File: config.mk
export PLATFORM = sky130hd
export DESIGN_NAME = rot_seq_ctrl
export DESIGN_NICKNAME = d
export VERILOG_FILES = /design/src/rtl/rot_seq_ctrl.sv
export SDC_FILE = /design/constraint.sdc
export NUM_CORES = 1
export LEC_CHECK = 0
export CORE_ASPECT_RATIO = 0.9
export CORE_MARGIN = 3
export CORE_UTILIZATION = 47
export DETAILED_ROUTE_END_ITERATION = 16
export PLACE_DENSITY = 0.92
export RECOVER_POWER = 25
export SYNTH_ARGS = -nofsm -noshare
export SYNTH_HDL_FRONTEND = slang
export SYNTH_SLANG_ARGS = --single-unit
File: constraint.sdc
create_clock -name clk -period 1.9 [get_ports clk]
set_input_delay 0.19 -clock clk [delete_from_list [all_inputs] [get_ports clk]]
set_output_delay 0.19 -clock clk [all_outputs]
set_load 0.01 [all_outputs]
File: src/rtl/rot_seq_ctrl.sv
// rot_seq_ctrl
//   Sequences repeated right-rotations of one byte through an external
//   combinational 8-bit rotator, one rotation per clock.
//   Jobs arrive on a valid/ready input; each result is held on a
//   valid/ready output until it is consumed.
//
// Ports
//   clk        rising-edge clock for all state
//   rst_n      synchronous active-low reset
//   in_valid   job request valid
//   in_ready   job accepted when in_valid && in_ready on a rising edge
//   in_data    byte to rotate
//   in_amt     rotate amount applied per step
//   in_reps    number of rotate steps (0..15)
//   rot_in     data driven to the rotator
//   rot_sel    amount driven to the rotator (0 outside RUN)
//   rot_out    rotator result, rot_out[i] = rot_in[(i+rot_sel) mod 8]
//   out_valid  result valid
//   out_ready  result consumed when out_valid && out_ready on a rising edge
//   out_data   rotated result
//   out_steps  steps executed for the current result (= accepted in_reps)
//   busy       high while a job is running or its result is pending
module rot_seq_ctrl (
  input  logic       clk,
  input  logic       rst_n,
  input  logic       in_valid,
  output logic       in_ready,
  input  logic [7:0] in_data,
  input  logic [2:0] in_amt,
  input  logic [3:0] in_reps,
  output logic [7:0] rot_in,
  output logic [2:0] rot_sel,
  input  logic [7:0] rot_out,
  output logic       out_valid,
  input  logic       out_ready,
  output logic [7:0] out_data,
  output logic [3:0] out_steps,
  output logic       busy
);

  typedef enum logic [1:0] {
    IDLE = 2'd0,
    RUN  = 2'd1,
    DONE = 2'd2
  } state_t;

  state_t     state_q;
  state_t     state_d;

  logic [7:0] work;
  logic [2:0] amt;
  logic [3:0] reps;
  logic [3:0] cnt;

  logic       accept;
  logic       last_step;

  // Handshake outputs come from registered state only; rst_n gates them
  // so nothing is offered while reset is being applied.
  assign in_ready  = rst_n && (state_q == IDLE);
  assign out_valid = rst_n && (state_q == DONE);
  assign busy      = rst_n && ((state_q == RUN) || (state_q == DONE));

  assign accept    = in_valid && in_ready;
  // reps is never 0 in RUN, so reps-1 does not underflow and cnt never wraps.
  assign last_step = (cnt == (reps - 4'd1));

  assign rot_in  = work;
  assign rot_sel = (state_q == RUN) ? amt : '0;

  always_ff @(posedge clk) begin
    if (!rst_n) begin
      state_q <= IDLE;
    end else begin
      state_q <= state_d;
    end
  end

  always_comb begin
    state_d = state_q;
    case (state_q)
      IDLE: begin
        if (accept) begin
          state_d = (in_reps == 4'd0) ? DONE : RUN;
        end
      end
      RUN: begin
        if (last_step) begin
          state_d = DONE;
        end
      end
      DONE: begin
        if (out_ready) begin
          state_d = IDLE;
        end
      end
      default: state_d = IDLE;
    endcase
  end

  always_ff @(posedge clk) begin
    if (!rst_n) begin
      work      <= '0;
      amt       <= '0;
      reps      <= '0;
      cnt       <= '0;
      out_data  <= '0;
      out_steps <= '0;
    end else begin
      case (state_q)
        IDLE: begin
          if (accept) begin
            work <= in_data;
            amt  <= in_amt;
            reps <= in_reps;
            cnt  <= '0;
            // A zero-step job is its own result.
            if (in_reps == 4'd0) begin
              out_data  <= in_data;
              out_steps <= '0;
            end
          end
        end
        RUN: begin
          work <= rot_out;
          cnt  <= cnt + 4'd1;
          if (last_step) begin
            out_data  <= rot_out;
            out_steps <= reps;
          end
        end
        default: ;
      endcase
    end
  end

endmodule

Yosys cells after proc, flatten, opt, wreduce, memory -nomap -nowiden
Index checks and enable logic that the tools add are counted.
{ "word_totals": {"in_bits": 27, "output_inout_bits": 26, "ff_bits": 33} }
{ "op_classes": {"n_addsub": 2, "muxes": 18, "reduce_logical": 12, "n_eq_ne": 7} }
{ "op_table": {"columns": ["op", "count"], "rows": [
  ["2-to-1 mux 8 bit", 4],
  ["one-hot mux 8 bit (2 select lines)", 2],
  ["2-to-1 mux 4 bit", 4],
  ["one-hot mux 4 bit (2 select lines)", 2],
  ["2-to-1 mux 2 bit", 4],
  ["!= test 2 bit, second input constant", 3],
  ["one-hot mux 2 bit (3 select lines)", 1],
  ["adder 4 x 1 -> 4 bit, second input constant", 1],
  ["== test 4 bit", 1],
  ["logical AND 1 bit", 4],
  ["zero test 4 bit", 1],
  ["AND reduction 2 bit", 2],
  ["AND reduction 4 bit", 1],
  ["subtractor 4 x 1 -> 4 bit, second input constant", 1],
  ["2-to-1 mux 3 bit", 1],
  ["AND reduction 3 bit", 1],
  ["== test 2 x 1 -> 1 bit, second input constant", 1],
  ["== test 2 bit, second input constant", 1],
  ["zero test 2 bit", 1],
  ["!= test 2 x 1 -> 1 bit, second input constant", 1],
  ["nonzero test 2 bit", 1],
  ["logical OR 1 bit", 1]
]} }

Logic depth before layout (Yosys ltp)
Gate-level depths: netlist of the first run.
{ "logic_depth": {"ltp_word": 5, "ltp_mapped": 7, "ltp_nobuf": 6} }

Least setup slack after synthesis of the first run
No wires, ideal clock.
{ "synth_path": {"kind": "reg-to-reg", "start": "register reps[0]", "end": "register out_steps[1]", "slack_ns": 0.232, "setup_ns": 0.070, "stages_incl_launch_ff": 8, "t_arrival_ns": 1.598, "path_buffers": 1, "path_cell_list": "dfxtp_1 inv_1 ha_1 xnor2_1 nor3_2 buf_2 a311o_2 a21boi_1"} }
{ "synth_between": {"elab_chain_len": 4} }
{ "synth_rtl": {"columns": ["element", "line_no", "text"], "rows": [
  ["start, declared", "52", "logic [3:0] reps;"],
  ["start signal, assigned", "115", "reps <= in_reps;"],
  ["subtractor 4 x 1 -> 4 bit", "66", "assign last_step = (cnt == (reps - 4'd1));"],
  ["== test 4 bit", "66", null],
  ["!= test 2 bit (no source line)", null, null],
  ["AND reduction 4 bit (no source line)", null, null],
  ["end signal, assigned", "129", "out_steps <= reps;"],
  ["end, declared", "37", "output logic [3:0] out_steps,"]
]} }
Every way passes these cells.
A chain may end at the register's enable or synchronous reset.

Worst setup path after layout of the first run
{ "layout_path": {"start": "register state_q[1]", "end": "output rot_sel[0]"} }
{ "layout_between": {"elab_chain_len": 2} }
{ "layout_rtl": {"columns": ["element", "line_no", "text"], "rows": [
  ["start, declared", "47", "state_t state_q;"],
  ["start signal, assigned", "75", "state_q <= state_d;"],
  ["== test 2 x 1 -> 1 bit", "69", "assign rot_sel = (state_q == RUN) ? amt : '0;"],
  ["2-to-1 mux 3 bit", "69", null],
  ["end, declared", "32", "output logic [2:0] rot_sel,"]
]} }
Every way passes these cells.

==> results.sh, run 1 <==
export IMPL_slew_viol_final=0
export IMPL_fin_worst_skew_ns=0.00344
export IMPL_drt_first_iter_violations=114
export IMPL_unrepaired_setup_endpoints_after_global_routing="true"
export IMPL_yosys_warnings=0
export IMPL_mostFrequentLayoutCell="sky130_fd_sc_hd__clkdlybuf4s50_1"
export IMPL_worst_hold_startpoint="out_data[2]"
export IMPL_ys_async_sr_fraction_pct=0
export IMPL_cp_required_ns=1.71
export IMPL_start_util_pct=51.0
export IMPL_setup_reg_to_reg_worst_slack_ns=0.14
export IMPL_maxCapViolCount=0
export IMPL_cell_internal_pwr_w=0.00162
export IMPL_clkTransAtPathRegs_ns=0.07
export IMPL_antenna_cells=0
export IMPL_most_common_layout_cells="sky130_fd_sc_hd__clkdlybuf4s50_1, sky130_fd_sc_hd__dfxtp_1, sky130_fd_sc_hd__nand2_1, sky130_fd_sc_hd__mux2i_1, sky130_fd_sc_hd__nand2b_1"
export IMPL_status="complete, no violations"
export IMPL_vdd_ir_drop_max_mv=0.694
export IMPL_cts_sinks=33
export IMPL_worst_slew_pin_slew_ns=0.463
export IMPL_aggregate_global_route_resource_usage_pct=20.7
export IMPL_design_core_area_um2=3500
export IMPL_std_cell_rows=20
export IMPL_worst_path_setup_slack_after_routing_ns=0.0354
export IMPL_cts_tree="built"
export IMPL_detailed_place_hpwl_mm=3.36
export IMPL_area_growth_pct=40.2
export IMPL_final_period_utilization_pct=98.1
export IMPL_place_port_buffers=52
export IMPL_drt_vias_per_instance=5.31
export IMPL_timing_final_setup_violations=0
export IMPL_cts_htree_levels=2
export IMPL_grt_pass1_wl_mm=7.43
export IMPL_netSwitchingPower_w=0.000947
export IMPL_detail_route_wirelength_mm=4.44
export IMPL_clock_path_buffers=2
export IMPL_timing_setup_critical_path_class="reg -> out"
export IMPL_power_leakage_nw=1.04
export IMPL_finalHoldViolCount=0
export IMPL_timing_critical_path_from_type="register"
export IMPL_power_per_cell_area_nw_per_um2=1030
export IMPL_synth_seq_cells=33
export IMPL_mappedNetlistNets=232
export IMPL_post_synth_top_area_fraction_pct=37.0
export IMPL_number_of_global_route_vias_before_repair=1593
export IMPL_area_of_the_mapped_netlist_um2=1790
export IMPL_antenna_found_initial=0
export IMPL_grt_max_degree=29
export IMPL_worst_endpoint_arrival_ns=1.67
export IMPL_overflow=0
export IMPL_setup_tns_ns=0
export IMPL_ios=53
export IMPL_worst_setup_path_end_kind="primary output"
export IMPL_ctsRootBufferMaster="sky130_fd_sc_hd__clkbuf_8"
export IMPL_cts_inserted_buffers=5
export IMPL_die_area_um2=4580
export IMPL_synth_instances=200
export IMPL_syn_avg_cell_area_um2=8.93
export IMPL_power_share_combinational_pct=46.7
export IMPL_min_period_ns=1.86
export IMPL_post_synth_num_cell_types=36
export IMPL_drive_gt1_share_pct=12.3
export IMPL_swShare_pct=36.9
export IMPL_share_clk_of_total_power_pct=19.6
export IMPL_synth_ff_type="sky130_fd_sc_hd__dfxtp_1"
export IMPL_power_frac_seq_pct=33.7
export IMPL_final_antenna_net_count=0
export IMPL_maxClockFrequency_mhz=536
export IMPL_gp_routability_congestion=0.792
export IMPL_finalNetCount=291
export IMPL_hold_path_class="reg -> reg"
export IMPL_critical_path_reg2reg_startpoint="reps[1]"
export IMPL_clock_latency_ns=0.29
export IMPL_post_drt_wl_per_cell_um=14.6
export IMPL_crit_fanout=8
export IMPL_hold_path_cell_count=2
export IMPL_crit_reg2reg_capture="out_steps[0]"
export IMPL_number_of_enable_flip_flop_cells_after_synthesis=0
export IMPL_detail_route_first_pass_iterations=5
export IMPL_timing_slew_headroom_pct=68.8
export IMPL_routed_via_count=1613
export IMPL_post_route_drc_count=0
export IMPL_post_layout_total_power_w=0.00257
export IMPL_timing_hold_worst_endpoint="out_data[2]"
export IMPL_floorplan_die_height_um=64.5
export IMPL_r2r_cells=7
export IMPL_synth_top_cells_by_area="sky130_fd_sc_hd__dfxtp_1, sky130_fd_sc_hd__mux2i_1, sky130_fd_sc_hd__nand2_1"
export IMPL_synth_seq_area_share_pct=37.0
export IMPL_detailedPlace_worstSlack_ns=-0.0687
export IMPL_yosysTopAreaCell="sky130_fd_sc_hd__dfxtp_1"
export IMPL_chipWidth_um=71.0
export IMPL_hold_buffers=0
[what timing repair did]
| action | CTS | global route |
|---|---|---|
| gates resized for setup | 1 | 3 |
| hold endpoints to repair | 0 | 0 |
| setup buffers | 0 | 0 |
| setup endpoints to repair | 3 | 5 |
[cell type report]
cell class	instances	area (um^2)
inverter	10	37.5
clock buffer	6	72.6
timing repair buffer	65	633
fill	282	1000
sequential	33	662
multi-input combinational	144	1030
tap	44	55.1
clock inverter	2	10.0
[sequential cells by signal (all words and copies together), names as in the netlist]
name       cells
cnt            4
out_steps      4
out_data       8
reps           4
amt            3
rot_in         8
state_q        2
[worst max-delay path by stage]
stage / end / slack (ns) / start / cells past startpoint
floorplan: out_steps[1] / 0.23 / reps[0] / 7
global placement: out_data[3] / -0.03 / in_reps[0] / 6
detailed placement: out_data[1] / -0.07 / in_reps[0] / 6
CTS: in_ready / -0.00003 / state_q[1] / 4
global route: rot_sel[1] / -0.06 / state_q[1] / 4
finish: rot_sel[0] / 0.04 / state_q[1] / 4
[logic make-up (layout without fill, tap and decap cells)]
family,count (synthesis),after routing,synth area share [%]
AO/OA/AOI/OAI,39,39,18.6
XOR/XNOR,5,5,3.29
multiplexers,16,16,8.97
buffers and inverters,23,83,5.47
adder cells (fa/ha/maj),5,5,3.50
flip-flops,33,33,37.0
AND/OR/NAND/NOR,79,79,23.2
[cell usage after synthesis (2+ instances only)]
master,instances
sky130_fd_sc_hd__dfxtp_1,33
sky130_fd_sc_hd__nand2_1,29
sky130_fd_sc_hd__mux2i_1,16
sky130_fd_sc_hd__nand2b_1,13
sky130_fd_sc_hd__and2_1,11
sky130_fd_sc_hd__a21boi_0,10
sky130_fd_sc_hd__inv_1,10
sky130_fd_sc_hd__nand3_1,10
sky130_fd_sc_hd__clkbuf_1,9
sky130_fd_sc_hd__o211a_1,8
sky130_fd_sc_hd__ha_1,5
sky130_fd_sc_hd__nand4_1,5
sky130_fd_sc_hd__a311o_2,4
sky130_fd_sc_hd__a21boi_1,3
sky130_fd_sc_hd__buf_2,3
sky130_fd_sc_hd__nor2b_1,3
sky130_fd_sc_hd__o21ai_0,3
sky130_fd_sc_hd__xnor2_1,3
sky130_fd_sc_hd__a31oi_1,2
sky130_fd_sc_hd__nor2_1,2
sky130_fd_sc_hd__nor3_1,2
sky130_fd_sc_hd__nor3_2,2
[power by group through the flow]
stage	clock (W)	sequential (W)	combinational (W)
6_report	0.000503	0.000866	0.00120
5_1_grt	0.000552	0.000878	0.00132
4_1_cts	0.000513	0.000863	0.00120
3_5_place_dp	0	0.000876	0.00118
3_3_place_gp	0	0.000870	0.00116
2_1_floorplan	0	0.000889	0.000716
[stage by stage]
stage          hold WS [ns]  cells  cell area, um^2  util [%]
2_1_floorplan         0.346    200             1790         -
3_3_place_gp          0.443    296             2410      68.8
3_5_place_dp          0.450    296             2410      68.8
4_1_cts               0.459    304             2500      71.3
5_1_grt               0.494    304             2500      71.4
6_report              0.453    304             2500      71.4
[worst max-delay path: stages, from the launching register on]
cell and delay (ns):
sky130_fd_sc_hd__dfxtp_2 0.34, sky130_fd_sc_hd__inv_1 0.10, sky130_fd_sc_hd__ha_2 0.27, sky130_fd_sc_hd__and2_1 0.15
sky130_fd_sc_hd__clkdlybuf4s50_1 0.54
[metal layers]
| layer | part of all wire [%] | GRT usage [%] |
|---|---|---|
| met4 | 1.8 | 7.98 |
| met2 | 50 | 33.3 |
| met3 | 5.3 | 6.67 |
| met1 | 43 | 25.7 |
| met5 | 0 | 0 |
Note: power is estimated with default switching activity, not from simulation.
==> run 2, diff against run 1 <==
--- a/config.mk
+++ b/config.mk
@@ -11,6 +11,7 @@
 export DETAILED_ROUTE_END_ITERATION = 16
 export PLACE_DENSITY = 0.92
 export RECOVER_POWER = 25
+export SLEW_MARGIN = 10
 export SYNTH_ARGS = -nofsm -noshare
 export SYNTH_HDL_FRONTEND = slang
 export SYNTH_SLANG_ARGS = --single-unit
==> results of run 2 <==
No change in the layout: final DEF, timing and power equal those of run 1.
==> run 3, diff against run 2 <==
--- a/config.mk
+++ b/config.mk
@@ -5,6 +5,7 @@
 export SDC_FILE = /design/constraint.sdc
 export NUM_CORES = 1
 export LEC_CHECK = 0
+export CAP_MARGIN = 0
 export CORE_ASPECT_RATIO = 0.9
 export CORE_MARGIN = 3
 export CORE_UTILIZATION = 47
==> constraint.sdc (replaced) <==
create_clock -name clk -period 1.9 [get_ports clk]
set_input_delay 0.38 -clock clk [delete_from_list [all_inputs] [get_ports clk]]
set_output_delay 0.38 -clock clk [all_outputs]
set_load 0.01 [all_outputs]
==> results.sh, run 3 (synthesis results as in run 1) <==
export IMPL_status="complete, no violations"
export IMPL_worst_slew_pin_slew_ns=0.309
export IMPL_clock_path_buffers=2
export IMPL_cp_slowest_cell="sky130_fd_sc_hd__or4_4"
export IMPL_slew_viol_final=0
export IMPL_maxCapViolCount=0
export IMPL_chipWidth_um=71.0
export IMPL_overflow=0
export IMPL_drive_gt1_share_pct=14.0
export IMPL_place_port_buffers=52
export IMPL_maxClockFrequency_mhz=541
export IMPL_hold_buffers=0
export IMPL_detailed_place_hpwl_mm=3.45
export IMPL_finalNetCount=296
export IMPL_worstPathCellList="clkdlybuf4s50_1, or4_4, nor3_4, a31o_1, buf_12, mux2i_1"
export IMPL_timing_critical_path_from_type="primary input"
export IMPL_final_period_utilization_pct=97.4
export IMPL_detail_route_first_pass_iterations=6
export IMPL_worst_path_setup_slack_after_routing_ns=0.0499
export IMPL_worst_endpoint_arrival_ns=2.05
export IMPL_ios=53
export IMPL_post_route_drc_count=0
export IMPL_drt_vias_per_instance=5.42
export IMPL_place_inst=300
export IMPL_critical_path_n_buffers_inverters=2
export IMPL_drt_first_iter_violations=118
export IMPL_timing_slew_headroom_pct=78.8
export IMPL_timing_final_setup_violations=0
export IMPL_floorplan_die_height_um=64.5
export IMPL_hold_path_class="reg -> reg"
export IMPL_family_of_cells_with_the_greatest_summed_delay_on_the_critical_path="simple AND/OR/NAND/NOR gates"
export IMPL_routed_via_count=1670
export IMPL_area_growth_pct=43.2
export IMPL_detail_route_wirelength_mm=4.70
export IMPL_cts_htree_levels=2
export IMPL_design_core_area_um2=3500
export IMPL_gp_routability_congestion=0.780
export IMPL_antenna_cells=0
export IMPL_worst_setup_path_end_kind="register"
export IMPL_crit_fanout=8
export IMPL_final_instance_count_excl_fill=308
export IMPL_critPathMaxStageDelay_ns=0.48
export IMPL_timing_setup_critical_path_class="in -> reg"
export IMPL_power_per_cell_area_nw_per_um2=1030
export IMPL_final_antenna_net_count=0
export IMPL_timing_hold_ws_ns=0.456
export IMPL_cts_inserted_buffers=5
export IMPL_number_of_global_route_vias_before_repair=1628
export IMPL_detailedPlace_worstSlack_ns=-0.360
export IMPL_post_drt_wl_per_cell_um=15.2
export IMPL_clock_latency_ns=0.28
export IMPL_clkTransAtPathRegs_ns=0.07
export IMPL_most_common_layout_cells="sky130_fd_sc_hd__clkdlybuf4s50_1, sky130_fd_sc_hd__dfxtp_1, sky130_fd_sc_hd__nand2_1, sky130_fd_sc_hd__mux2i_1, sky130_fd_sc_hd__buf_4"
export IMPL_start_util_pct=51.0
export IMPL_min_period_ns=1.85
export IMPL_std_cell_rows=20
export IMPL_antenna_found_initial=0
export IMPL_grt_max_degree=31
export IMPL_vdd_ir_drop_max_mv=0.773
export IMPL_aggregate_global_route_resource_usage_pct=21.3
export IMPL_mostFrequentLayoutCell="sky130_fd_sc_hd__clkdlybuf4s50_1"
export IMPL_setup_tns_ns=0
export IMPL_cts_tree="built"
export IMPL_power_leakage_nw=1.06
export IMPL_grt_pass1_wl_mm=7.62
export IMPL_ctsRootBufferMaster="sky130_fd_sc_hd__clkbuf_8"
export IMPL_cp_required_ns=2.10
export IMPL_fin_worst_skew_ns=0.00548
export IMPL_die_area_um2=4580
export IMPL_finalHoldViolCount=0
export IMPL_cts_sinks=33
[run 3: cell types whose count changed in the layout (fill, tap and decap cells not counted), sizes merged]
cell | previous run | this run
clkinv | 2 | 0
dlygate4sd2 | 0 | 9
dlymetal6s2s | 1 | 0
clkbuf | 6 | 8
buf | 13 | 17
dlygate4sd3 | 12 | 7
clkdlybuf4s50 | 39 | 36
[run 3: timing repair]
item | in CTS | in global routing
pin swaps | 3 | 1
setup buffers | 1 | 0
setup endpoints to repair | 14 | 5
resized for setup | 13 | 4
[run 3: worst paths after layout]
path	start	end	slack, ns	cells after the start
min	out_data[0]	out_data[0]	0.46	2
max reg2reg	reps[1]	out_data[4]	0.07	7
min reg2reg	out_data[0]	out_data[0]	0.46	2
max	in_reps[3]	out_data[4]	0.05	6
[run 3: where the power goes]
part,total (W),switching (W),internal [W]
clock,0.000517,0.000230,0.000287
combinational,0.00125,0.000656,0.000595
sequential,0.000868,0.0000703,0.000798
total,0.00264,0.000956,0.00168
[run 3: through the flow]
step | utilization (%) | instance area, um^2 | power, W
final | 73.0 | 2560 | 0.00264
after CTS | 72.8 | 2550 | 0.00265
after global placement | 70.0 | 2450 | 0.00207
after detailed placement | 70.0 | 2450 | 0.00212
after floorplan | - | 1790 | 0.00160
after global routing | 73.0 | 2560 | 0.00281
[run 3: worst reg2reg max path, delay by kind of cell (launching register included)]
kind            cells  cell delay [ns]
fa+ha+maj           1             0.33
flops               1             0.35
compound gates      1             0.24
xor+xnor            1             0.15
buf+inv             2             0.23
mux                 1             0.21
simple gates        1             0.25
[run 3: final cells by class]
type,instances,area (um^2)
tap,44,55.1
fill,262,946
multi-input combinational,144,1050
clock buffer,7,86.3
inverter,10,37.5
sequential,33,662
timing repair buffer,70,666
[run 3: routing by layer]
metal	track usage, %	share of wire, %
met3	6.05	4.9
met1	26.3	43
met4	8.69	2.2
met2	34.8	50
met5	0	0
